`src/rtl/despacho_ula.sv`:
```
`default_nettype none
// ============================================================================
// Module      : despacho_ula
// Description : Dispatch/writeback stage in front of the multi-cycle ALU.
//               8-entry register file, processar/concluido handshake.
// Revision    : 1.0
// ============================================================================
module despacho_ula #(
    parameter int WIDTH   = 16,
    parameter int NREG    = 8,
    parameter int TIMEOUT = 32,
    localparam int c_ADDR_W = $clog2(NREG)
) (
    input  logic                clk,
    input  logic                reset,
    input  logic                instr_valid,
    output logic                instr_ready,
    input  logic [3:0]          instr_op,
    input  logic [c_ADDR_W-1:0] instr_rd,
    input  logic [c_ADDR_W-1:0] instr_rs1,
    input  logic [c_ADDR_W-1:0] instr_rs2,
    input  logic                ld_en,
    input  logic [c_ADDR_W-1:0] ld_addr,
    input  logic [WIDTH-1:0]    ld_data,
    input  logic [c_ADDR_W-1:0] rd_addr,
    output logic [WIDTH-1:0]    rd_data,
    output logic [WIDTH-1:0]    alu_tp1,
    output logic [WIDTH-1:0]    alu_tp2,
    output logic [3:0]          alu_op,
    output logic                alu_processar,
    input  logic                alu_concluido,
    input  logic [WIDTH-1:0]    alu_data,
    output logic                wb_valid,
    output logic [c_ADDR_W-1:0] wb_rd,
    output logic [WIDTH-1:0]    wb_data,
    output logic                err_op,
    output logic                err_timeout
);
    localparam int c_CNT_W = $clog2(TIMEOUT + 1);

    typedef enum logic [2:0] {
        S_IDLE    = 3'd0,
        S_LE      = 3'd1,
        S_EMITE   = 3'd2,
        S_ESCREVE = 3'd3,
        S_LIBERA  = 3'd4,
        S_ERRO    = 3'd5
    } state_t;

    state_t              r_state;
    logic [WIDTH-1:0]    r_regs [NREG];
    logic [3:0]          r_op;
    logic [c_ADDR_W-1:0] r_rd;
    logic [c_ADDR_W-1:0] r_rs1;
    logic [c_ADDR_W-1:0] r_rs2;
    logic [WIDTH-1:0]    r_tp1;
    logic [WIDTH-1:0]    r_tp2;
    logic [3:0]          r_alu_op;
    logic                r_processar;
    logic                r_wb_valid;
    logic [c_ADDR_W-1:0] r_wb_rd;
    logic [WIDTH-1:0]    r_wb_data;
    logic                r_err_op;
    logic                r_err_timeout;
    logic [c_CNT_W-1:0]  r_cnt;

    logic                w_illegal;
    logic                w_wb_write;

    assign w_illegal  = (instr_op > 4'd9);
    assign w_wb_write = (r_state == S_ESCREVE);

    assign instr_ready   = (r_state == S_IDLE);
    assign rd_data       = r_regs[rd_addr];
    assign alu_tp1       = r_tp1;
    assign alu_tp2       = r_tp2;
    assign alu_op        = r_alu_op;
    assign alu_processar = r_processar;
    assign wb_valid      = r_wb_valid;
    assign wb_rd         = r_wb_rd;
    assign wb_data       = r_wb_data;
    assign err_op        = r_err_op;
    assign err_timeout   = r_err_timeout;

    // Writeback has priority over the direct load port on the same address.
    always_ff @(posedge clk) begin
        if (reset) begin
            for (int i = 0; i < NREG; i++) begin
                r_regs[i] <= '0;
            end
        end else begin
            for (int i = 0; i < NREG; i++) begin
                if (w_wb_write && (r_wb_rd == c_ADDR_W'(i))) begin
                    r_regs[i] <= r_wb_data;
                end else if (ld_en && (ld_addr == c_ADDR_W'(i))) begin
                    r_regs[i] <= ld_data;
                end
            end
        end
    end

    always_ff @(posedge clk) begin
        if (reset) begin
            r_state       <= S_IDLE;
            r_op          <= '0;
            r_rd          <= '0;
            r_rs1         <= '0;
            r_rs2         <= '0;
            r_tp1         <= '0;
            r_tp2         <= '0;
            r_alu_op      <= '0;
            r_processar   <= 1'b0;
            r_wb_valid    <= 1'b0;
            r_wb_rd       <= '0;
            r_wb_data     <= '0;
            r_err_op      <= 1'b0;
            r_err_timeout <= 1'b0;
            r_cnt         <= '0;
        end else begin
            r_wb_valid <= 1'b0;
            r_err_op   <= 1'b0;
            case (r_state)
                S_IDLE: begin
                    if (instr_valid) begin
                        if (w_illegal) begin
                            r_err_op <= 1'b1;
                        end else begin
                            r_op    <= instr_op;
                            r_rd    <= instr_rd;
                            r_rs1   <= instr_rs1;
                            r_rs2   <= instr_rs2;
                            r_state <= S_LE;
                        end
                    end
                end
                S_LE: begin
                    r_tp1       <= r_regs[r_rs1];
                    r_tp2       <= r_regs[r_rs2];
                    r_alu_op    <= r_op;
                    r_cnt       <= '0;
                    r_processar <= 1'b1;
                    r_state     <= S_EMITE;
                end
                S_EMITE: begin
                    // Completion takes precedence over a timeout in the same cycle.
                    if (alu_concluido) begin
                        r_wb_data   <= alu_data;
                        r_wb_rd     <= r_rd;
                        r_wb_valid  <= 1'b1;
                        r_processar <= 1'b0;
                        r_state     <= S_ESCREVE;
                    end else if (r_cnt == c_CNT_W'(TIMEOUT - 1)) begin
                        r_processar   <= 1'b0;
                        r_err_timeout <= 1'b1;
                        r_state       <= S_ERRO;
                    end else begin
                        r_cnt <= r_cnt + c_CNT_W'(1);
                    end
                end
                S_ESCREVE: begin
                    r_state <= S_LIBERA;
                end
                S_LIBERA: begin
                    if (!alu_concluido) begin
                        r_state <= S_IDLE;
                    end
                end
                S_ERRO: begin
                    r_state <= S_ERRO;
                end
                default: begin
                    r_state <= S_IDLE;
                end
            endcase
        end
    end

endmodule
`default_nettype wire

```
`config.mk`:
```
export PLATFORM = sky130hd
export DESIGN_NAME = despacho_ula
export DESIGN_NICKNAME = d
export VERILOG_FILES = /design/src/rtl/despacho_ula.sv
export SDC_FILE = /design/constraint.sdc
export NUM_CORES = 1
export LEC_CHECK = 0
export CORE_MARGIN = 3
export CORE_UTILIZATION = 61
export DETAILED_ROUTE_END_ITERATION = 6
export HOLD_SLACK_MARGIN = 0.06
export PLACE_DENSITY = 0.82
export SLEW_MARGIN = 5
export SYNTH_ARGS = -nofsm -noshare
export SYNTH_HDL_FRONTEND = slang
export SYNTH_SLANG_ARGS = --single-unit
```
`constraint.sdc`:
```
create_clock -name clk -period 4.98 [get_ports clk]
set_clock_uncertainty 0.2 [all_clocks]
set_input_delay 1.245 -clock clk [delete_from_list [all_inputs] [get_ports clk]]
set_output_delay 1.245 -clock clk [all_outputs]
set_load 0.02 [all_outputs]
```
==> results.sh, run 1 <==
export IMPL_final_hold_vios=0
export IMPL_route_final_wire_length_mm=32.0
export IMPL_end_kind="primary output"
export IMPL_design_final_nets=994
export IMPL_synth_sequential_area_ratio=0.482
export IMPL_grt_antenna_before_repair=3
export IMPL_ys_seq_elements=209
export IMPL_timing_critical_path_mode_cell="sky130_fd_sc_hd__clkdlybuf4s50_1"
export IMPL_cts_buffers_inserted=22
export IMPL_wire_per_inst_um=27.0
export IMPL_drt_drc_violations_left=0
export IMPL_ys_warn_count=0
export IMPL_cpPeakStageDelay_ns=0.56
export IMPL_post_dp_hpwl_mm=20.4
export IMPL_detailedPlace_worstSlack_ns=0.338
export IMPL_first_pass_grt_wire_length_mm=48.3
export IMPL_antennaDiodeCount=0
export IMPL_maximum_level_of_the_cts_h_tree=1
export IMPL_timing_final_max_slew_violations=0
export IMPL_critPathRequiredTime_ns=3.53
export IMPL_worst_slew_pin_slew_ns=1.25
export IMPL_num_fill_cells=1089
export IMPL_drt_iter0_markers=1085
export IMPL_clock_tree_root_cell="sky130_fd_sc_hd__clkbuf_16"
export IMPL_die_w_um=142
export IMPL_worst_slack_ns=0.291
export IMPL_crit_path_cell_trace="clkdlybuf4s50_1 -> buf_12 -> mux4_2 -> mux2_2 -> clkdlybuf4s50_1"
export IMPL_fp_coreArea_um2=18100
export IMPL_groute_usage_overall=0.312
export IMPL_static_leakage_power_nw=4.68
export IMPL_worstSetupStartpointType="primary input"
export IMPL_global_route_overflow_total=0
export IMPL_critical_path_slowest_cell="sky130_fd_sc_hd__clkdlybuf4s50_1"
export IMPL_detail_route_first_pass_iterations=5
export IMPL_holdBufCountCts=0
export IMPL_postSynth_asyncResetShare=0
export IMPL_powerDensity_nw_per_um2=376
export IMPL_postSynthNetCount=927
export IMPL_layout_area_overhead_vs_synth_pct=18.6
export IMPL_utilization=0.744
export IMPL_hold_path_class="reg -> reg"
export IMPL_run_status="complete, no violations"
export IMPL_floorplan_initialDensity=0.627
export IMPL_cts_tree="built"
export IMPL_finalSetupViolations=0
export IMPL_io_pins=132
export IMPL_cap_violations=0
export IMPL_dominantRegCellSynth="sky130_fd_sc_hd__edfxtp_1"
export IMPL_postCtsSetupRepairBufs=0
export IMPL_rsz0062_at_grt="false"
export IMPL_cts_num_sinks=209
export IMPL_ant_nets=0
export IMPL_slew_limit_headroom=0.167
export IMPL_post_cts_resize_count=0
export IMPL_finalSetupTns_ns=0
export IMPL_final_period_utilization=0.942
export IMPL_largest_net_degree_at_the_start_of_global_routing=90
export IMPL_vias_in_the_first_global_route=8545
export IMPL_clkLatencyLatePin_ns=0.51
export IMPL_crit_arrival_ns=3.24
export IMPL_synth_edff_count=128
export IMPL_gpl_final_weighted_congestion=0.851
export IMPL_detail_route_vias_per_cell=7.23
export IMPL_die_height_um=142
export IMPL_worst_setup_hold_path_clk_slew_ns=0.06
export IMPL_die_area_um2=20300
export IMPL_fp_row_count=49
export IMPL_finalWorstPathRequiredPeriod_ns=4.69
export IMPL_vdd_drop_max_mv=0.225
export IMPL_synth_instances=870
export IMPL_layout_drive_gt1_share=0.236
export IMPL_netlist_area_um2=11300
export IMPL_max_freq_mhz=213
export IMPL_cts_path_max_buffers=3
export IMPL_synth_area_per_cell_um2=13.0
export IMPL_netlist_cell_type_count=57
export IMPL_worstPathMaxFanout=32
export IMPL_critical_setup_path_class="in -> out"
export IMPL_via_count=8545
export IMPL_io_buffers=131
==> cells by family (layout without fill, tap and decap cells) <==
group           count (synthesis)  after routing  synth area share
buf+inv                       108            191            0.0412
flops                         209            209             0.482
fa+ha+maj                       1              1           0.00110
mux                           159            159             0.252
compound gates                177            177             0.120
simple gates                  214            214             0.103
xor+xnor                        2              2           0.00155
==> registers in the layout, indices dropped and copies added, names as in the netlist, 4 cells and up <==
name and cells:
alu_tp1 16, r_cnt 6, alu_tp2 16, wb_data 16, r_op 4, alu_op 4
r_regs 128
==> Yosys cell counts (all sizes together) (21+ instances only) <==
master,n,area share
mux2,49,0.049
a22o,96,0.074
a21oi,27,0.012
edfxtp,128,0.34
dfxtp,81,0.14
nand2,54,0.018
buf,76,0.031
o22ai,32,0.018
nor2,61,0.021
mux4,96,0.19
nor3,41,0.022
nor2b,21,0.012
clkbuf,31,0.010
==> worst max-delay path: cells and delay by family <==
family | cells | cell delay, ns
buffers and inverters | 3 | 1.35
muxes | 2 | 0.64
==> per-stage QoR <==
stage          power, mW  std cells  hold WS [ns]  area (µm²)
3_5_place_dp        3.26       1142         0.247       12600
5_1_grt             5.21       1182         0.270       13400
2_1_floorplan       2.84        870         0.232       11300
6_report            5.06       1182         0.253       13400
4_1_cts             5.04       1182         0.250       13400
3_3_place_gp        3.21       1142         0.235       12600
==> cells in the final DEF (no fill, tap or decap), drive strengths merged, types with 32 or more instances in the layout <==
master and count:
nor3 41, mux4 96, dfxtp 81, nor2 61
nand2 54, edfxtp 128, clkdlybuf4s50 129, mux2 49
a22o 96, o22ai 32
==> worst paths after layout <==
kind | startpoint | to | slack (ns) | depth (start not counted)
min | r_rd[1]$_SDFFE_PP0P_ | wb_rd[1]$_SDFFE_PP0P_ | 0.25 | 2
max | rd_addr[1] | rd_data[13] | 0.29 | 5
min reg2reg | r_rd[1]$_SDFFE_PP0P_ | wb_rd[1]$_SDFFE_PP0P_ | 0.25 | 2
max reg2reg | r_state[0]$_SDFFE_PP0P_ | alu_tp1[7]$_SDFFE_PP0N_ | 1.66 | 5
==> layer usage <==
metal | part of all wire | track usage | vias to the layer above
met3 | 0.13 | 0.0810 | 118
met1 | 0.36 | 0.405 | 4100
met2 | 0.48 | 0.515 | 755
met5 | 0.00075 | 0 | -
met4 | 0.036 | 0.113 | 4
li1 | - | - | 3568
==> report_power, final <==
group	leakage [nW]	internal, mW	switching, mW
Combinational	2.35	0.517	0.575
Sequential	1.93	2.00	0.157
Clock	0.392	1.13	0.671
==> cell type report <==
| type | instances | area (µm²) | area share |
|---|---|---|---|
| inverters | 1 | 3.75 | 0.000279 |
| multi-input cells | 553 | 5420 | 0.403 |
| well taps | 229 | 287 | 0.0213 |
| clock buffers | 29 | 618 | 0.0460 |
| flip-flops and latches | 209 | 5470 | 0.407 |
| clock inverters | 11 | 181 | 0.0135 |
| repair buffers | 150 | 1470 | 0.109 |
No activity file was read; power rests on OpenSTA's default activity.
==> run 2: changes to the inputs <==
Settings changed: CTS_CLUSTER_SIZE set to 10.
==> run 2 against run 1 <==
  * Core utilization decreased by 0.56 points
  * Sequential power about the same
  * Fmax grew 0.44%
  * Critical endpoint unchanged
  * Highest routed layer unchanged
==> results.sh, run 2 (synthesized netlist as in run 1, its figures left out) <==
export IMPL_route_final_wire_length_mm=31.4
export IMPL_worst_setup_hold_path_clk_slew_ns=0.05
export IMPL_largest_register_ffs=128
export IMPL_antennaDiodeCount=0
export IMPL_cap_violations=0
export IMPL_num_fill_cells=1111
export IMPL_cts_path_max_buffers=3
export IMPL_rsz0062_at_grt="false"
export IMPL_post_dp_cell_area_um2=12600
export IMPL_drt_drc_violations_left=0
export IMPL_global_route_overflow_total=0
export IMPL_holdBufCountCts=0
export IMPL_layout_cells_non_filler=1185
export IMPL_placed_cells_incl_taps=1142
export IMPL_layout_area_seq_um2=5470
export IMPL_via_count=8494
export IMPL_post_dp_hpwl_mm=20.4
export IMPL_critPathRequiredTime_ns=3.53
export IMPL_finalWorstPathRequiredPeriod_ns=4.67
export IMPL_critical_setup_path_class="in -> out"
export IMPL_end_kind="primary output"
export IMPL_detail_route_vias_per_cell=7.17
export IMPL_static_leakage_power_nw=4.62
export IMPL_powerDensity_nw_per_um2=363
export IMPL_ant_nets=0
export IMPL_multiInputGateArea_um2=5420
export IMPL_layout_area_overhead_vs_synth_pct=17.7
export IMPL_maximum_level_of_the_cts_h_tree=1
export IMPL_hold_path_class="reg -> reg"
export IMPL_io_pins=132
export IMPL_worst_slew_pin_slew_ns=1.23
export IMPL_die_area_um2=20300
export IMPL_final_period_utilization=0.938
export IMPL_groute_usage_overall=0.308
export IMPL_cts_tree="built"
export IMPL_io_buffers=131
export IMPL_run_status="complete, no violations"
export IMPL_max_freq_mhz=214
export IMPL_design_final_nets=997
export IMPL_die_height_um=142
export IMPL_vdd_drop_max_mv=0.203
export IMPL_final_hold_vios=0
export IMPL_wire_per_inst_um=26.5
export IMPL_grt_antenna_before_repair=3
export IMPL_worstSetupStartpointType="primary input"
export IMPL_post_route_cell_area_um2=13300
export IMPL_register_bank_with_the_most_flops="r_regs"
export IMPL_worstPathMaxFanout=32
export IMPL_crit_arrival_ns=3.22
export IMPL_post_cts_resize_count=0
export IMPL_largest_net_degree_at_the_start_of_global_routing=90
export IMPL_cts_num_sinks=209
export IMPL_clkLatencyLatePin_ns=0.52
export IMPL_finalSetupViolations=0
export IMPL_clock_tree_root_cell="sky130_fd_sc_hd__clkbuf_16"
export IMPL_floorplan_initialDensity=0.627
export IMPL_layout_drive_gt1_share=0.227
export IMPL_timing_final_max_slew_violations=0
export IMPL_fp_row_count=49
export IMPL_finalSetupTns_ns=0
export IMPL_layout_cells_most_common_list="sky130_fd_sc_hd__clkdlybuf4s50_1 (129), sky130_fd_sc_hd__edfxtp_1 (128), sky130_fd_sc_hd__a22o_1 (96), sky130_fd_sc_hd__mux4_2 (96), sky130_fd_sc_hd__dfxtp_1 (79)"
export IMPL_postCtsSetupRepairBufs=0
export IMPL_drt_iter0_markers=990
export IMPL_gpl_final_weighted_congestion=0.851
export IMPL_layout_cells_most_common="sky130_fd_sc_hd__clkdlybuf4s50_1"
export IMPL_detail_route_first_pass_iterations=6
export IMPL_vias_in_the_first_global_route=8449
export IMPL_slew_limit_headroom=0.175
export IMPL_first_pass_grt_wire_length_mm=47.8
export IMPL_cts_buffers_inserted=25
export IMPL_fp_coreArea_um2=18100
export IMPL_die_w_um=142
==> run 2: path summary, 6_finish.rpt <==
path	startpoint	end	slack, ns	cells past startpoint
max	rd_addr[1]	rd_data[13]	0.31	5
min	alu_op[0]$_SDFFE_PP0N_	alu_op[0]$_SDFFE_PP0N_	0.25	2
max reg2reg	r_state[0]$_SDFFE_PP0P_	alu_tp1[3]$_SDFFE_PP0N_	1.71	5
min reg2reg	alu_op[0]$_SDFFE_PP0N_	alu_op[0]$_SDFFE_PP0N_	0.25	2
==> run 2: layout make-up <==
type,instances,area share
Clock buffer,42,0.0517
Clock inverter,1,0.000656
Inverter,1,0.000281
Multi-Input combinational cell,553,0.406
Sequential cell,209,0.410
Tap cell,229,0.0215
Timing Repair Buffer,150,0.110
==> run 2: worst max-delay path, stage by stage <==
cell and delay (ns):
sky130_fd_sc_hd__clkdlybuf4s50_1 0.52, sky130_fd_sc_hd__buf_12 0.24, sky130_fd_sc_hd__mux4_2 0.34, sky130_fd_sc_hd__mux2_2 0.30, sky130_fd_sc_hd__clkdlybuf4s50_1 0.55
==> run 2: where the power goes <==
part / leakage (nW) / internal, mW / total [mW] / switching, mW
registers: 1.93 / 2.00 / 2.16 / 0.153
clock network: 0.333 / 0.933 / 1.60 / 0.669
logic: 2.35 / 0.516 / 1.09 / 0.570
total: 4.62 / 3.45 / 4.85 / 1.39
==> run 2: stage by stage <==
stage / power, mW / utilization / setup slack [ns] / hold slack (ns)
floorplan: 2.84 / - / 0.929 / 0.232
global placement: 3.21 / 0.699 / 0.363 / 0.235
detailed placement: 3.26 / 0.699 / 0.338 / 0.247
CTS: 4.84 / 0.738 / 0.313 / 0.255
global route: 5.02 / 0.738 / 0.269 / 0.271
finish: 4.85 / 0.738 / 0.311 / 0.253
==> run 2: routing by layer <==
metal | routed length [µm] | up-vias | global-route usage
li1 | - | 3571 | -
met1 | 11300 | 4112 | 0.406
met2 | 14900 | 710 | 0.499
met3 | 4160 | 97 | 0.0864
met4 | 962 | 4 | 0.109
met5 | 27 | - | 0
==> run 3: changes to the inputs <==
Settings changed: CORE_MARGIN 3 to 8.
==> run 3 against run 2 <==
  * Sequential power about the same
  * Core utilization shrank 1.3 points
  * Fmax is 0.52% higher
  * Cell area is 0.19% higher
  * Die area rose by 15%
  * Worst hold slack worse by 0.0026 ns
  * First-iteration DRC count rose by 5.8%
  * Largest power group unchanged
==> results.sh, run 3 (synthesized netlist as in run 1, its figures left out) <==
export IMPL_critical_setup_path_class="in -> out"
export IMPL_timing_final_max_slew_violations=0
export IMPL_vias_in_the_first_global_route=8278
export IMPL_cts_num_sinks=209
export IMPL_utilization=0.725
export IMPL_drt_drc_violations_left=0
export IMPL_cts_tree="built"
export IMPL_worst_slack_ns=0.335
export IMPL_finalSetupViolations=0
export IMPL_run_status="complete, no violations"
export IMPL_die_height_um=152
export IMPL_detailedPlace_worstSlack_ns=0.340
export IMPL_detail_route_vias_per_cell=7.01
export IMPL_end_kind="primary output"
export IMPL_multiInputGateArea_um2=5420
export IMPL_die_w_um=152
export IMPL_worstSetupStartpointType="primary input"
export IMPL_crit_path_cell_trace="clkdlybuf4s50_1 -> buf_12 -> mux4_2 -> mux2_2 -> clkdlybuf4s50_1"
export IMPL_layout_drive_gt1_share=0.229
export IMPL_vdd_drop_max_mv=0.325
export IMPL_design_final_nets=997
export IMPL_drt_iter0_markers=1047
export IMPL_worst_r2r_startpoint="r_state[0]$_SDFFE_PP0P_"
export IMPL_num_fill_cells=1218
export IMPL_postCtsSetupRepairBufs=0
export IMPL_critical_path_slowest_cell="sky130_fd_sc_hd__clkdlybuf4s50_1"
export IMPL_route_final_wire_length_mm=31.5
export IMPL_largest_net_degree_at_the_start_of_global_routing=60
export IMPL_layout_cells_most_common_list="sky130_fd_sc_hd__clkdlybuf4s50_1 (129), sky130_fd_sc_hd__edfxtp_1 (128), sky130_fd_sc_hd__a22o_1 (96), sky130_fd_sc_hd__mux4_2 (96), sky130_fd_sc_hd__dfxtp_1 (77)"
export IMPL_timing_critical_path_to="rd_data[5]"
export IMPL_cp_num_buf_inv=3
export IMPL_cts_buffers_inserted=25
export IMPL_static_leakage_power_nw=4.62
export IMPL_rsz0062_at_grt="false"
export IMPL_clkLatencyLatePin_ns=0.52
export IMPL_powerDensity_nw_per_um2=364
export IMPL_floorplan_initialDensity=0.614
export IMPL_hold_path_class="reg -> reg"
export IMPL_r2r_end="alu_tp2[9]$_SDFFE_PP0N_"
export IMPL_groute_usage_overall=0.265
export IMPL_via_count=8368
export IMPL_holdBufCountCts=0
export IMPL_worstPathMaxFanout=32
export IMPL_ant_nets=0
export IMPL_die_area_um2=23200
export IMPL_clock_tree_root_cell="sky130_fd_sc_hd__clkbuf_16"
export IMPL_cpPeakStageDelay_ns=0.55
export IMPL_final_period_utilization=0.933
export IMPL_largest_register_ffs=128
export IMPL_slew_limit_headroom=0.273
export IMPL_timing_critical_path_mode_cell="sky130_fd_sc_hd__clkdlybuf4s50_1"
export IMPL_finalSetupTns_ns=0
export IMPL_first_pass_grt_wire_length_mm=48.2
export IMPL_layout_area_seq_um2=5470
export IMPL_layout_area_overhead_vs_synth_pct=17.9
export IMPL_crit_arrival_ns=3.20
export IMPL_finalWorstPathRequiredPeriod_ns=4.64
export IMPL_wire_per_inst_um=26.4
export IMPL_worst_slew_pin_slew_ns=1.09
export IMPL_setup_worst_path_start="rd_addr[1]"
export IMPL_number_of_stages_on_the_worst_setup_path=5
export IMPL_global_route_overflow_total=0
export IMPL_fp_coreArea_um2=18500
export IMPL_register_bank_with_the_most_flops="r_regs"
export IMPL_post_cts_resize_count=0
export IMPL_cts_path_max_buffers=3
export IMPL_cap_violations=0
export IMPL_post_dp_hpwl_mm=20.1
export IMPL_gpl_final_weighted_congestion=0.836
export IMPL_layout_cells_most_common="sky130_fd_sc_hd__clkdlybuf4s50_1"
export IMPL_grt_antenna_before_repair=1
export IMPL_detail_route_first_pass_iterations=5
export IMPL_io_pins=132
export IMPL_max_freq_mhz=215
export IMPL_fp_row_count=50
export IMPL_critPathRequiredTime_ns=3.53
export IMPL_maximum_level_of_the_cts_h_tree=1
export IMPL_final_hold_vios=0
export IMPL_rr_worst_depth=4
export IMPL_timing_critical_path_max_delay_family="buffers and inverters"
export IMPL_worst_setup_hold_path_clk_slew_ns=0.05
export IMPL_worst_r2r_setup_slack_ns=1.71
export IMPL_io_buffers=131
run 3: worst min-delay path: cells and delay by family (launching register included):
| kind | cells | cell delay (ns) |
|---|---|---|
| DFF | 1 | 0.30 |
| and+or+nand+nor | 1 | 0.05 |
| AOI/OAI and AO/OA | 1 | 0.05 |
run 3: worst min-delay path by stage:
stage          slack [ns]  cells past startpoint                endpoint              startpoint
4_1_cts              0.25                      2   wb_rd[1]$_SDFFE_PP0P_    r_rd[1]$_SDFFE_PP0P_
2_1_floorplan        0.23                      2  alu_op[0]$_SDFFE_PP0N_    r_op[0]$_SDFFE_PP0P_
5_1_grt              0.27                      2  alu_op[3]$_SDFFE_PP0N_  alu_op[3]$_SDFFE_PP0N_
3_5_place_dp         0.24                      2  alu_op[0]$_SDFFE_PP0N_    r_op[0]$_SDFFE_PP0P_
6_report             0.25                      2  alu_op[3]$_SDFFE_PP0N_  alu_op[3]$_SDFFE_PP0N_
3_3_place_gp         0.24                      2  alu_op[1]$_SDFFE_PP0N_    r_op[1]$_SDFFE_PP0P_
run 3: power by group:
group	switching [mW]	internal, mW
combinational	0.549	0.518
clock	0.678	0.943
sequential	0.173	2.00
run 3: per-stage QoR:
step	total power [mW]	cell area, µm²	hold WS [ns]	instances
final	4.86	13400	0.251	1194
after global routing	5.05	13400	0.273	1194
after CTS	4.88	13400	0.255	1193
after detailed placement	3.27	12700	0.244	1147
after global placement	3.24	12700	0.237	1147
after floorplan	2.84	11300	0.232	870
run 3: layout make-up:
class                      instances  share of cell area
tap                              234              0.0219
inverter                           1            0.000281
timing repair buffer             150               0.110
sequential                       209               0.409
clock buffer                      44              0.0521
multi-input combinational        553               0.405
antenna                            1            0.000187
clock inverter                     2             0.00131
run 3: metal layers:
layer | vias up | share of wire | track usage
li1 | 3577 | - | -
met1 | 4127 | 0.39 | 0.350
met2 | 581 | 0.46 | 0.414
met3 | 83 | 0.12 | 0.0791
met4 | 0 | 0.032 | 0.0890
met5 | - | 0 | 0
